<file path="config.mk">
export PLATFORM = sky130hd
export DESIGN_NAME = ga_run_controller_flat
export DESIGN_NICKNAME = d
export VERILOG_FILES = /design/src/rtl/ga_ctrl_pkg.sv /design/src/rtl/ga_run_controller_if.sv /design/src/rtl/ga_ctrl_edge_sync.sv /design/src/rtl/ga_run_controller.sv /design/src/flat_wrapper.sv
export SDC_FILE = /design/constraint.sdc
export NUM_CORES = 1
export LEC_CHECK = 0
export ABC_AREA = 1
export CAP_MARGIN = 20
export CORE_ASPECT_RATIO = 2
export CORE_UTILIZATION = 45
export CTS_CLUSTER_DIAMETER = 100
export DETAILED_ROUTE_END_ITERATION = 16
export HOLD_SLACK_MARGIN = 0.15
export MAX_ROUTING_LAYER = met4
export PLACE_DENSITY = 0.83
export SETUP_SLACK_MARGIN = 0.05
export SLEW_MARGIN = 20
export SYNTH_ARGS = -nofsm -noshare
export SYNTH_HDL_FRONTEND = slang
export SYNTH_SLANG_ARGS = --single-unit
</file>
<file path="constraint.sdc">
create_clock -name clk -period 5.25 [get_ports clk]
set_clock_uncertainty 0.1 [all_clocks]
set_input_delay 1.05 -clock clk [delete_from_list [all_inputs] [get_ports clk]]
set_output_delay 1.05 -clock clk [all_outputs]
set_load 0.005 [all_outputs]
</file>
<file path="src/rtl/ga_ctrl_pkg.sv">
// ga_ctrl_pkg: shared state encodings and report-word defaults for the GA run controller
package ga_ctrl_pkg;
  typedef enum logic [2:0] {IDLE, HOLD, RUN, LATCH, SEND, WAIT, DONE} state_e;
  typedef enum logic [1:0] {P_IDLE, P_SEND, P_WAIT} psend_e;
  // Report word is {generation, bestIndividual}: generation occupies the MSBs
  localparam int DefaultGenWidth = 32;
  localparam int DefaultIndividualWidth = 32;
endpackage

</file>
<file path="src/rtl/ga_run_controller_if.sv">
// ga_run_controller_if: GA-core and serial-packager signals seen by the run controller
interface ga_run_controller_if
  import ga_ctrl_pkg::*;
#(
  parameter int IndividualWidth = DefaultIndividualWidth,
  parameter int ErrorWidth = 5,
  parameter int GenWidth = DefaultGenWidth
);
  logic cycle;
  logic [ErrorWidth-1:0] bestError;
  logic [IndividualWidth-1:0] bestIndividual;
  logic gaRst;
  logic txBusy;
  logic serialCe;
  logic [GenWidth+IndividualWidth-1:0] reportData;
  modport master (
    input cycle, bestError, bestIndividual, txBusy,
    output gaRst, serialCe, reportData
  );
  modport slave (
    output cycle, bestError, bestIndividual, txBusy,
    input gaRst, serialCe, reportData
  );
endinterface

</file>
<file path="src/rtl/ga_ctrl_edge_sync.sv">
// ga_ctrl_edge_sync: 2-flop synchronizer plus registered rising-edge detector (3-cycle latency)
module ga_ctrl_edge_sync (
  input  logic clk,
  input  logic rst,
  input  logic din,
  output logic tick
);
  logic [2:0] sync_q, sync_d;
  logic tick_q, tick_d;
  // Shift the async level in; bit 2 is the previous synchronized value for edge detection
  always_comb begin
    sync_d = {sync_q[1:0], din};
    tick_d = sync_q[1] & ~sync_q[2];
  end
  // Synchronizer and tick registers
  always_ff @(posedge clk) begin
    if (rst) begin
      sync_q <= '0;
      tick_q <= 1'b0;
    end else begin
      sync_q <= sync_d;
      tick_q <= tick_d;
    end
  end
  assign tick = tick_q;
endmodule

</file>
<file path="src/rtl/ga_run_controller.sv">
// ga_run_controller: sequences one GA run and reports {generation, bestIndividual}; GA_CTRL_PERIODIC_REPORT_EN adds periodic reports
module ga_run_controller
  import ga_ctrl_pkg::*;
#(
  parameter int IndividualWidth = DefaultIndividualWidth,
  parameter int ErrorWidth = 5,
  parameter int GenWidth = DefaultGenWidth,
  parameter int MaxGenerations = 2**20,
  parameter int GaResetCycles = 4
`ifdef GA_CTRL_PERIODIC_REPORT_EN
  ,
  parameter int ReportInterval = 1024
`endif
) (
  input  logic clk,
  input  logic rst,
  input  logic start,
  input  logic abort,
  ga_run_controller_if.master bus,
  output logic [GenWidth-1:0] generation,
  output logic running,
  output logic finish,
  output logic timeout
);
  localparam int RW = GenWidth + IndividualWidth;
  localparam int HoldW = $clog2(GaResetCycles + 2);
  state_e state_q, state_d;
  logic [HoldW-1:0] hold_q, hold_d;
  logic [GenWidth-1:0] gen_q, gen_d, gen_inc;
  logic to_q, to_d;
  logic [RW-1:0] rep_q, rep_d;
  logic tick, zero_err, at_limit, stop, p_idle, p_ce;

  ga_ctrl_edge_sync u_sync (.clk(clk), .rst(rst), .din(bus.cycle), .tick(tick));

  assign gen_inc = gen_q + 1'b1;
  assign zero_err = bus.bestError == '0;
  assign at_limit = (MaxGenerations != 0) && (gen_inc == GenWidth'(MaxGenerations));
  assign stop = abort || (tick && (zero_err || at_limit));

`ifdef GA_CTRL_PERIODIC_REPORT_EN
  psend_e p_q, p_d;
  logic per_go;
  assign per_go = state_q == RUN && tick && !stop && p_idle && (gen_inc % GenWidth'(ReportInterval)) == '0;
  assign p_idle = p_q == P_IDLE;
  assign p_ce = p_q == P_SEND;
  // Periodic send/wait handshake runs beside RUN so counting never pauses
  always_comb begin
    p_d = per_go ? P_SEND :
          (p_q == P_SEND && bus.txBusy) ? P_WAIT :
          (p_q == P_WAIT && !bus.txBusy) ? P_IDLE : p_q;
  end
  // Periodic handshake state register
  always_ff @(posedge clk) begin
    p_q <= rst ? P_IDLE : p_d;
  end
`else
  assign p_idle = 1'b1;
  assign p_ce = 1'b0;
`endif

  // Run FSM: next state, hold/generation counters and report capture
  always_comb begin
    state_d = state_q;
    hold_d = hold_q;
    gen_d = gen_q;
    to_d = to_q;
    rep_d = rep_q;
    unique case (state_q)
      IDLE, DONE: begin
        if (start) begin
          state_d = HOLD;
          hold_d = HoldW'(GaResetCycles);
          gen_d = '0;
          to_d = 1'b0;
        end
      end
      HOLD: begin
        hold_d = hold_q - 1'b1;
        state_d = hold_q <= HoldW'(1) ? RUN : HOLD;
      end
      RUN: begin
        gen_d = tick ? gen_inc : gen_q;
        if (stop) begin
          state_d = LATCH;
          to_d = tick && at_limit && !zero_err && !abort;
        end
`ifdef GA_CTRL_PERIODIC_REPORT_EN
        if (per_go) rep_d = {gen_inc, bus.bestIndividual};
`endif
      end
      LATCH: begin
        if (p_idle) begin
          rep_d = {gen_q, bus.bestIndividual};
          state_d = SEND;
        end
      end
      SEND: state_d = bus.txBusy ? WAIT : SEND;
      WAIT: state_d = bus.txBusy ? WAIT : DONE;
      default: state_d = IDLE;
    endcase
  end

  // Run FSM and datapath registers
  always_ff @(posedge clk) begin
    if (rst) begin
      state_q <= IDLE;
      hold_q <= '0;
      gen_q <= '0;
      to_q <= 1'b0;
      rep_q <= '0;
    end else begin
      state_q <= state_d;
      hold_q <= hold_d;
      gen_q <= gen_d;
      to_q <= to_d;
      rep_q <= rep_d;
    end
  end

  assign bus.gaRst = !(state_q inside {RUN, LATCH, SEND, WAIT});
  assign bus.serialCe = state_q == SEND || p_ce;
  assign bus.reportData = rep_q;
  assign generation = gen_q;
  assign running = state_q == RUN;
  assign finish = state_q == DONE;
  assign timeout = to_q && state_q == DONE;
endmodule
</file>
<file path="src/flat_wrapper.sv">
// flat-port wrapper written by rule: the top's interface ports become plain ports
module ga_run_controller_flat import ga_ctrl_pkg::*;
#(
  parameter int IndividualWidth = DefaultIndividualWidth,
  parameter int ErrorWidth = 5,
  parameter int GenWidth = DefaultGenWidth,
  parameter int MaxGenerations = 2**20,
  parameter int GaResetCycles = 4

)
  (clk, rst, start, abort, generation, running, finish, timeout, bus_cycle, bus_bestError, bus_bestIndividual, bus_txBusy, bus_gaRst, bus_serialCe, bus_reportData);
  ga_run_controller_if #(.IndividualWidth(IndividualWidth), .ErrorWidth(ErrorWidth), .GenWidth(GenWidth)) bus_i ();
  input  logic clk;
  input  logic rst;
  input  logic start;
  input  logic abort;
  output logic [GenWidth-1:0] generation;
  output logic running;
  output logic finish;
  output logic timeout;
  input wire logic [$bits(bus_i.cycle)-1:0] bus_cycle;
  input wire logic [$bits(bus_i.bestError)-1:0] bus_bestError;
  input wire logic [$bits(bus_i.bestIndividual)-1:0] bus_bestIndividual;
  input wire logic [$bits(bus_i.txBusy)-1:0] bus_txBusy;
  output wire logic [$bits(bus_i.gaRst)-1:0] bus_gaRst;
  output wire logic [$bits(bus_i.serialCe)-1:0] bus_serialCe;
  output wire logic [$bits(bus_i.reportData)-1:0] bus_reportData;
  assign bus_i.cycle = bus_cycle;
  assign bus_i.bestError = bus_bestError;
  assign bus_i.bestIndividual = bus_bestIndividual;
  assign bus_i.txBusy = bus_txBusy;
  assign bus_gaRst = bus_i.gaRst;
  assign bus_serialCe = bus_i.serialCe;
  assign bus_reportData = bus_i.reportData;
  ga_run_controller #(.IndividualWidth(IndividualWidth), .ErrorWidth(ErrorWidth), .GenWidth(GenWidth), .MaxGenerations(MaxGenerations), .GaResetCycles(GaResetCycles)) u_core (.clk(clk), .rst(rst), .start(start), .abort(abort), .bus(bus_i), .generation(generation), .running(running), .finish(finish), .timeout(timeout));
endmodule
</file>
**After elaboration in Yosys (flattened, before gate mapping)**

Index checks and enable logic that the tools add are counted.

- Word-level logic and storage cells: 56
- Bits in registers: 107

- Add/subtract/negate cells: 2
- $lt $le $gt $ge: 1
- Bitwise operators: 2
- Muxes and demuxes: 14
- Equal/unequal tests: 10
- Reductions and logical operators: 20

Operators with widths:

| kind | count |
|---|---|
| 32-bit 2-to-1 mux | 2 |
| 32-bit case mux with 2 select lines | 1 |
| 32-bit by 1-bit adder with 32-bit output (second input constant) | 1 |
| 32-bit by 21-bit == test with 1-bit output (second input constant) | 1 |
| 3-bit case mux with 6 select lines | 1 |
| 3-bit == test (second input constant) | 3 |
| 3-bit 2-to-1 mux | 3 |
| 3-bit by 2-bit == test with 1-bit output (second input constant) | 2 |
| 3-bit case mux with 2 select lines | 1 |
| 3-bit AND reduction | 2 |
| 1-bit logical AND | 5 |
| 5-bit logical NOT | 1 |
| 2-bit 2-to-1 mux | 2 |
| 2-bit by 1-bit inequality test with 1-bit output (second input constant) | 2 |
| 2-bit AND reduction | 2 |
| 2-bit nonzero test | 2 |
| 4-bit nonzero test | 1 |
| 3-bit by 1-bit == test with 1-bit output (second input constant) | 1 |
| 3-bit by 1-bit less-or-equal comparator with 1-bit output (second input constant) | 1 |
| 1-bit logical NOT | 3 |
| 3-bit logical NOT | 1 |
| 1-bit 2-to-1 mux | 3 |
| 3-bit by 1-bit subtractor with 3-bit output (second input constant) | 1 |
| 1-bit logical OR | 2 |
| other kinds (5) | 5 |

**Longest topological paths before layout**

Gate-level depths: netlist (run 1).

- Depth after elaboration: 7
- Depth in mapped cells: 18
- Mapped depth without buffers: 18

**Hierarchy**

Synthesis (run 1) repeated with hierarchy kept, for this count alone.

- Cell total of the unflattened synthesis: 751
- Area, all modules: 5009.8 µm²

By module, submodules not included:

| module | instances | area each (µm²) | cells each |
|---|---|---|---|
| ga_run_controller | 1 | 4894.7 | 739 |
| ga_ctrl_edge_sync | 1 | 115.1 | 12 |

**Worst setup path before layout (run 1)**

No wires, ideal clock.

- Path type: register to output
- Start: register u_core.state_q[0]
- End: output bus_gaRst
- Arrival: 1354 ps
- Path buffers: 1
- Data required time: 4100 ps
- Stages on the path, launching flop included: 6
- Setup slack: 2746 ps
- Cell sequence: dfxtp_1 inv_1 nor3_1 clkbuf_1 or2_2 nor2_1

- Word-level cells in the longest chain between the ends: 3

RTL lines:

| item | line | source |
|---|---|---|
| start: declaration | ga_run_controller.sv:27 | `state_e state_q, state_d;` |
| start signal: assignment | ga_run_controller.sv:113 | `state_q <= state_d;` |
| 3-bit by 2-bit == test with 1-bit output / 3-bit == test (equally long branches) | ga_run_controller.sv:121 | `assign bus.gaRst = !(state_q inside {RUN, LATCH, SEND, WAIT});` |
| 4-bit nonzero test (*) | ga_run_controller.sv:121 |  |
| 1-bit logical NOT (*) | ga_run_controller.sv:121 |  |
| end: declaration | flat_wrapper.sv:25 | `output wire logic [$bits(bus_i.gaRst)-1:0] bus_gaRst;` |

Mark *: on every way between the ends. The rest lies on a longest branch, timed or not.

**Final worst setup path (run 1)**

- Start: register u_core.state_q[1]
- End: output bus_gaRst

The elaborated chain is that of the path after synthesis.

==> flow_summary.json, run 1 <==
{
  "status": "completed",
  "syn_avg_cell_area_um2": 6.77,
  "grt.total_usage_pct": 25.8,
  "min_from": "u_core.u_sync.sync_q[2]",
  "syn_nets": 794,
  "rows": 54,
  "nNetsFinal": 922,
  "async_flop_share_pct": 0,
  "drive_gt1_share_pct": 6.59,
  "stdcell_area_um2": 6870,
  "power_density_nw_per_um2": 327,
  "antenna_left": 0,
  "clkPwrFrac_pct": 29.2,
  "postRouteWirelength_um": 14200,
  "die-width_um": 76.9,
  "cts_setup_buffers": 0,
  "ys_top_cells_by_count": "nand2_1, nor2_1, dfxtp_1",
  "p_sw_mw": 0.706,
  "finalHoldViolations": 0,
  "synth_seq_cells": 107,
  "grt_antenna_before_repair": 0,
  "clk-insertion-delay-late_ps": 350,
  "period_needed_ps": 3340,
  "drtPass1Iterations": 5,
  "finalPower_mw": 2.25,
  "power_frac_comb_pct": 27.2,
  "drcViolationCount": 0,
  "tritoncts": "yes",
  "netlist_area_um2": 5050,
  "yosysTopAreaCell": "dfxtp_1",
  "period_share_pct": 63.7,
  "ys.flop_type": "dfxtp_1",
  "end_kind": "output port",
  "p_int_mw": 1.54,
  "synth_edf_count": 0,
  "synthDistinctLibCells": 32,
  "slew_headroom_pct": 35.9,
  "yosysWarningCount": 0,
  "htreeDepth": 3,
  "synth_top_area_share_pct": 42.4,
  "p_leak_nw": 2.76,
  "clock_path_buffers": 2,
  "yosys.cell_count.top_type": "nand2_1",
  "critPathLaunchType": "register",
  "whs_ps": 304,
  "num_antenna_cells": 0,
  "syn_inst": 747,
  "grt_pass1_vias": 4990,
  "die_area_um2": 11700,
  "ios": 144,
  "seqPwrFrac_pct": 43.6,
  "hpwl_um": 10200,
  "grt_pass1_wl_um": 23200,
  "core_um2": 10900,
  "port-buffer-count": 143,
  "start_util_pct": 46.2,
  "cts_repair_resize_count": 0,
  "required_ps": 4100,
  "crit_start": "u_core.state_q[1]",
  "grt_max_degree": 89,
  "clk_pin_slew_worst_paths_ps": 70,
  "rsz0062_at_grt": "false",
  "criticalPathCategory": "reg -> out",
  "avgViaCountPerCell": 5.09,
  "seq_area_frac_synth_pct": 42.4,
  "die_h_um": 152,
  "num_vias": 5191,
  "max_slew.worst_pin.slew_ps": 961,
  "report.final.slew_viol_count": 0,
  "ir_drop_mv": 0.229,
  "root_buffer": "clkbuf_16",
  "cap_violations": 0,
  "fillers": 1019,
  "area_delta_synth_final_pct": 36.0,
  "setup_viol": 0,
  "synthTopCellsByArea": "dfxtp_1, nand2_1, nor2_1",
  "max_freq_mhz": 299,
  "clock-sinks": 107,
  "arrival_ps": 2190,
  "tns_ps": 0,
  "cp_max_fo": 6,
  "postCtsHoldBufs": 0,
  "drt_iter0_drc": 255,
  "cts_made_buffers": 9,
  "fin_util_pct": 62.8,
  "grt.overflow.total": 0,
  "routedWlPerCell_um": 13.9,
  "swShare_pct": 31.5,
  "place.gp.congestion": 0.964,
  "reg2reg_from": "u_core.generation[1]",
  "post_dp_cell_area_um2": 6590,
  "hold_class": "reg -> reg"
}
==> state kept, by name, summed over array words and instances, names as in the netlist <==
signal and flops:
u_core.bus.reportData 64, u_core.generation 32, u_core.hold_q 3, u_core.state_q 3, u_core.u_sync.sync_q 3, u_core.to_q 1
u_core.u_sync.tick 1
==> per-layer routing <==
layer	wire length (µm)	track usage, %	vias to the layer above
met5	0	-	-
met1	5270	25.2	2367
met4	499	12.9	0
met3	527	4.26	35
met2	7880	47.5	148
li1	-	-	2641
==> metrics by stage <==
step | setup WS [ps] | cells
after floorplan | 2750 | 747
after global placement | 1820 | 1004
after detailed placement | 1780 | 1004
after CTS | 1910 | 1020
after global routing | 1810 | 1020
final | 1910 | 1020
==> layout by cell type, fill, tap and decap left out, types with 3 or more instances in the layout <==
master / instances
a21oi_1: 58
buf_4: 5
clkbuf_16: 9
clkdlybuf4s50_1: 143
clkinvlp_4: 3
dfxtp_1: 107
ha_1: 4
inv_1: 56
nand2_1: 181
nand2_2: 11
nand3_1: 23
nand3b_1: 6
nand4_1: 7
nor2_1: 148
nor2_2: 7
nor2_4: 5
nor2_8: 4
nor3_1: 7
o21ai_0: 70
==> logic make-up after synthesis <==
| kind of cell | count (synthesis) | synth area share [%] |
|---|---|---|
| compound gates | 135 | 13.6 |
| simple gates | 410 | 36.0 |
| xor+xnor | 2 | 0.347 |
| fa+ha+maj | 4 | 0.990 |
| flops | 107 | 42.4 |
| buf+inv | 89 | 6.71 |
==> power by group through the flow <==
stage / Clock, mW / Sequential, mW / Combinational [mW]
floorplan: 0 / 0.993 / 0.316
global placement: 0 / 0.994 / 0.598
detailed placement: 0 / 0.993 / 0.610
CTS: 0.665 / 0.978 / 0.613
global route: 0.699 / 0.991 / 0.676
finish: 0.656 / 0.979 / 0.611
==> worst paths after layout <==
path	end	slack, ps	cells past startpoint
max	bus_gaRst	1910	7
min	u_core.u_sync.tick	300	1
max reg2reg	u_core.state_q[0]	2580	17
min reg2reg	u_core.u_sync.tick	300	1
==> layout make-up <==
| type | instances | area [µm²] | area share (%) |
|---|---|---|---|
| Clock buffer | 10 | 239 | 3.48 |
| Sequential cell | 107 | 2140 | 31.2 |
| Tap cell | 140 | 175 | 2.55 |
| Timing Repair Buffer | 148 | 1470 | 21.4 |
| Inverter | 58 | 218 | 3.17 |
| Clock inverter | 6 | 48.8 | 0.710 |
| Multi-Input combinational cell | 551 | 2580 | 37.6 |
==> worst max-delay path: stages, from the launching register on <==
cell             delay, ps
dfxtp_1                360
inv_1                  120
nand2_1                110
nor2_1                  60
or2_2                  300
or2_2                  290
nor2_1                  90
clkdlybuf4s50_1        520
(Power assumes the default switching activity.)
==> run 2: changes to the inputs <==
- clock period: 5.25 -> 3.5 ns (I/O delays scaled with it)
==> run 2 against run 1 <==
Compared with the run above:
- first-iteration DRC count is 40% higher
- sequential cell count stayed put
- non-clock buffer count is 1 higher
- via count is 2.5% higher
- critical endpoint unchanged
- largest cell class unchanged
==> flow_summary.json, run 2 (synthesis results as in run 1) <==
{
  "status": "completed",
  "min_from": "u_core.u_sync.sync_q[2]",
  "p_leak_nw": 2.78,
  "setup_viol": 0,
  "register_area_um2": 2140,
  "htreeDepth": 3,
  "nNetsFinal": 923,
  "slew_headroom_pct": 48.2,
  "num_vias": 5320,
  "tns_ps": 0,
  "grt_antenna_before_repair": 0,
  "cts_setup_buffers": 0,
  "drtPass1Iterations": 5,
  "required_ps": 2700,
  "cap_violations": 0,
  "grt_pass1_vias": 5098,
  "finalHoldViolations": 0,
  "ios": 144,
  "clk_pin_slew_worst_paths_ps": 70,
  "root_buffer": "clkbuf_16",
  "reg2reg_from": "u_core.generation[1]",
  "num_antenna_cells": 0,
  "period_share_pct": 86.7,
  "r2r_end": "u_core.to_q",
  "power_density_nw_per_um2": 506,
  "area_delta_synth_final_pct": 36.6,
  "gr-usage-met2_pct": 48.7,
  "grt_max_degree": 89,
  "die_area_um2": 11700,
  "finalPower_mw": 3.49,
  "fillers": 991,
  "cp_max_fo": 5,
  "multiInputGateArea_um2": 2580,
  "end_kind": "output port",
  "tritoncts": "yes",
  "fin_cells": 1021,
  "hpwl_um": 10500,
  "use_met1_pct": 25.6,
  "avgViaCountPerCell": 5.21,
  "layout_commonest_cell": "nand2_1",
  "dpl.cell_count": 1005,
  "grt_pass1_wl_um": 23900,
  "hold_class": "reg -> reg",
  "cts_made_buffers": 9,
  "core_um2": 10900,
  "postRouteWirelength_um": 14800,
  "period_needed_ps": 3040,
  "port-buffer-count": 143,
  "criticalPathCategory": "reg -> out",
  "hold_end": "u_core.u_sync.tick",
  "clk-insertion-delay-late_ps": 350,
  "cts_repair_resize_count": 0,
  "place.gp.congestion": 0.963,
  "start_util_pct": 46.2,
  "reg2reg_slack_ps": 1000,
  "drcViolationCount": 0,
  "max_freq_mhz": 329,
  "routedWlPerCell_um": 14.5,
  "top_usage_layer": "met2",
  "postCtsHoldBufs": 0,
  "ir_drop_mv": 0.273,
  "final_cell_mix": "nand2_1, nor2_1, clkdlybuf4s50_1, dfxtp_1, o21ai_0",
  "arrival_ps": 2240,
  "grt.overflow.total": 0,
  "grt_use_met3_pct": 3.48,
  "rows": 54,
  "critPathLaunchType": "register",
  "drt_iter0_drc": 357,
  "grt.total_usage_pct": 26.6,
  "antenna_left": 0,
  "r2r_cells": 18,
  "die_h_um": 152,
  "max_slew.worst_pin.slew_ps": 778,
  "clock_path_buffers": 2,
  "report.final.slew_viol_count": 0,
  "largest_reg_flops": 64,
  "clock-sinks": 107,
  "die-width_um": 76.9,
  "drive_gt1_share_pct": 6.24,
  "whs_path_depth": 1,
  "rsz0062_at_grt": "false"
}
## run 2: cell types whose count changed in the layout (fill, tap and decap cells not counted)
| cell | before | now |
|---|---|---|
| bufinv_16 | 0 | 2 |
| inv_2 | 2 | 1 |
| clkbuf_8 | 1 | 0 |
| clkbuf_1 | 0 | 3 |
| inv_1 | 56 | 57 |
| buf_4 | 5 | 6 |
| inv_6 | 2 | 0 |
| clkinvlp_4 | 3 | 2 |
| clkinv_4 | 1 | 0 |
## run 2: routing by layer
metal / wire length [µm] / up-vias
li1: - / 2635
met1: 5350 / 2420
met2: 8010 / 207
met3: 604 / 58
met4: 817 / 0
met5: 0 / -
## run 2: worst max-delay path: stages (launching register included)
cell	delay (ps)
dfxtp_1	390
inv_1	130
nand2_1	110
nor2_1	60
or2_2	310
or2_2	300
nor2_1	90
clkdlybuf4s50_1	500
## run 2: per-stage QoR
| stage | worst slack, ps | util, % | hold WS, ps | area (µm²) |
|---|---|---|---|---|
| 2_1_floorplan | 1350 | - | 274 | 5050 |
| 3_3_place_gp | 948 | 60.2 | 297 | 6590 |
| 3_5_place_dp | 874 | 60.2 | 306 | 6590 |
| 4_1_cts | 490 | 63.1 | 319 | 6900 |
| 5_1_grt | 362 | 63.1 | 340 | 6900 |
| 6_report | 464 | 63.1 | 311 | 6900 |
## run 2: area by class of cell
type	instances	area share, %
inverters	58	3.15
flip-flops and latches	107	31.0
well taps	140	2.54
clock inverters	4	1.09
multi-input cells	551	37.4
clock buffers	12	3.43
repair buffers	149	21.4
## run 2: how the worst max path moves through the flow
stage	startpoint	end	slack (ps)	depth (start not counted)
after floorplan	u_core.state_q[0]	bus_gaRst	1350	5
after global placement	u_core.state_q[0]	bus_gaRst	950	7
after detailed placement	u_core.state_q[0]	bus_gaRst	870	7
after CTS	u_core.state_q[0]	bus_gaRst	490	7
after global routing	u_core.state_q[1]	bus_gaRst	360	7
final	u_core.state_q[0]	bus_gaRst	460	7
## run 2: power by group
| part | total [mW] | leakage, nW | internal [mW] | switching, mW |
|---|---|---|---|---|
| Sequential | 1.46 | 0.866 | 1.38 | 0.0863 |
| Clock | 1.08 | 0.143 | 0.629 | 0.452 |
| Combinational | 0.950 | 1.77 | 0.436 | 0.514 |
| Total | 3.49 | 2.78 | 2.44 | 1.05 |
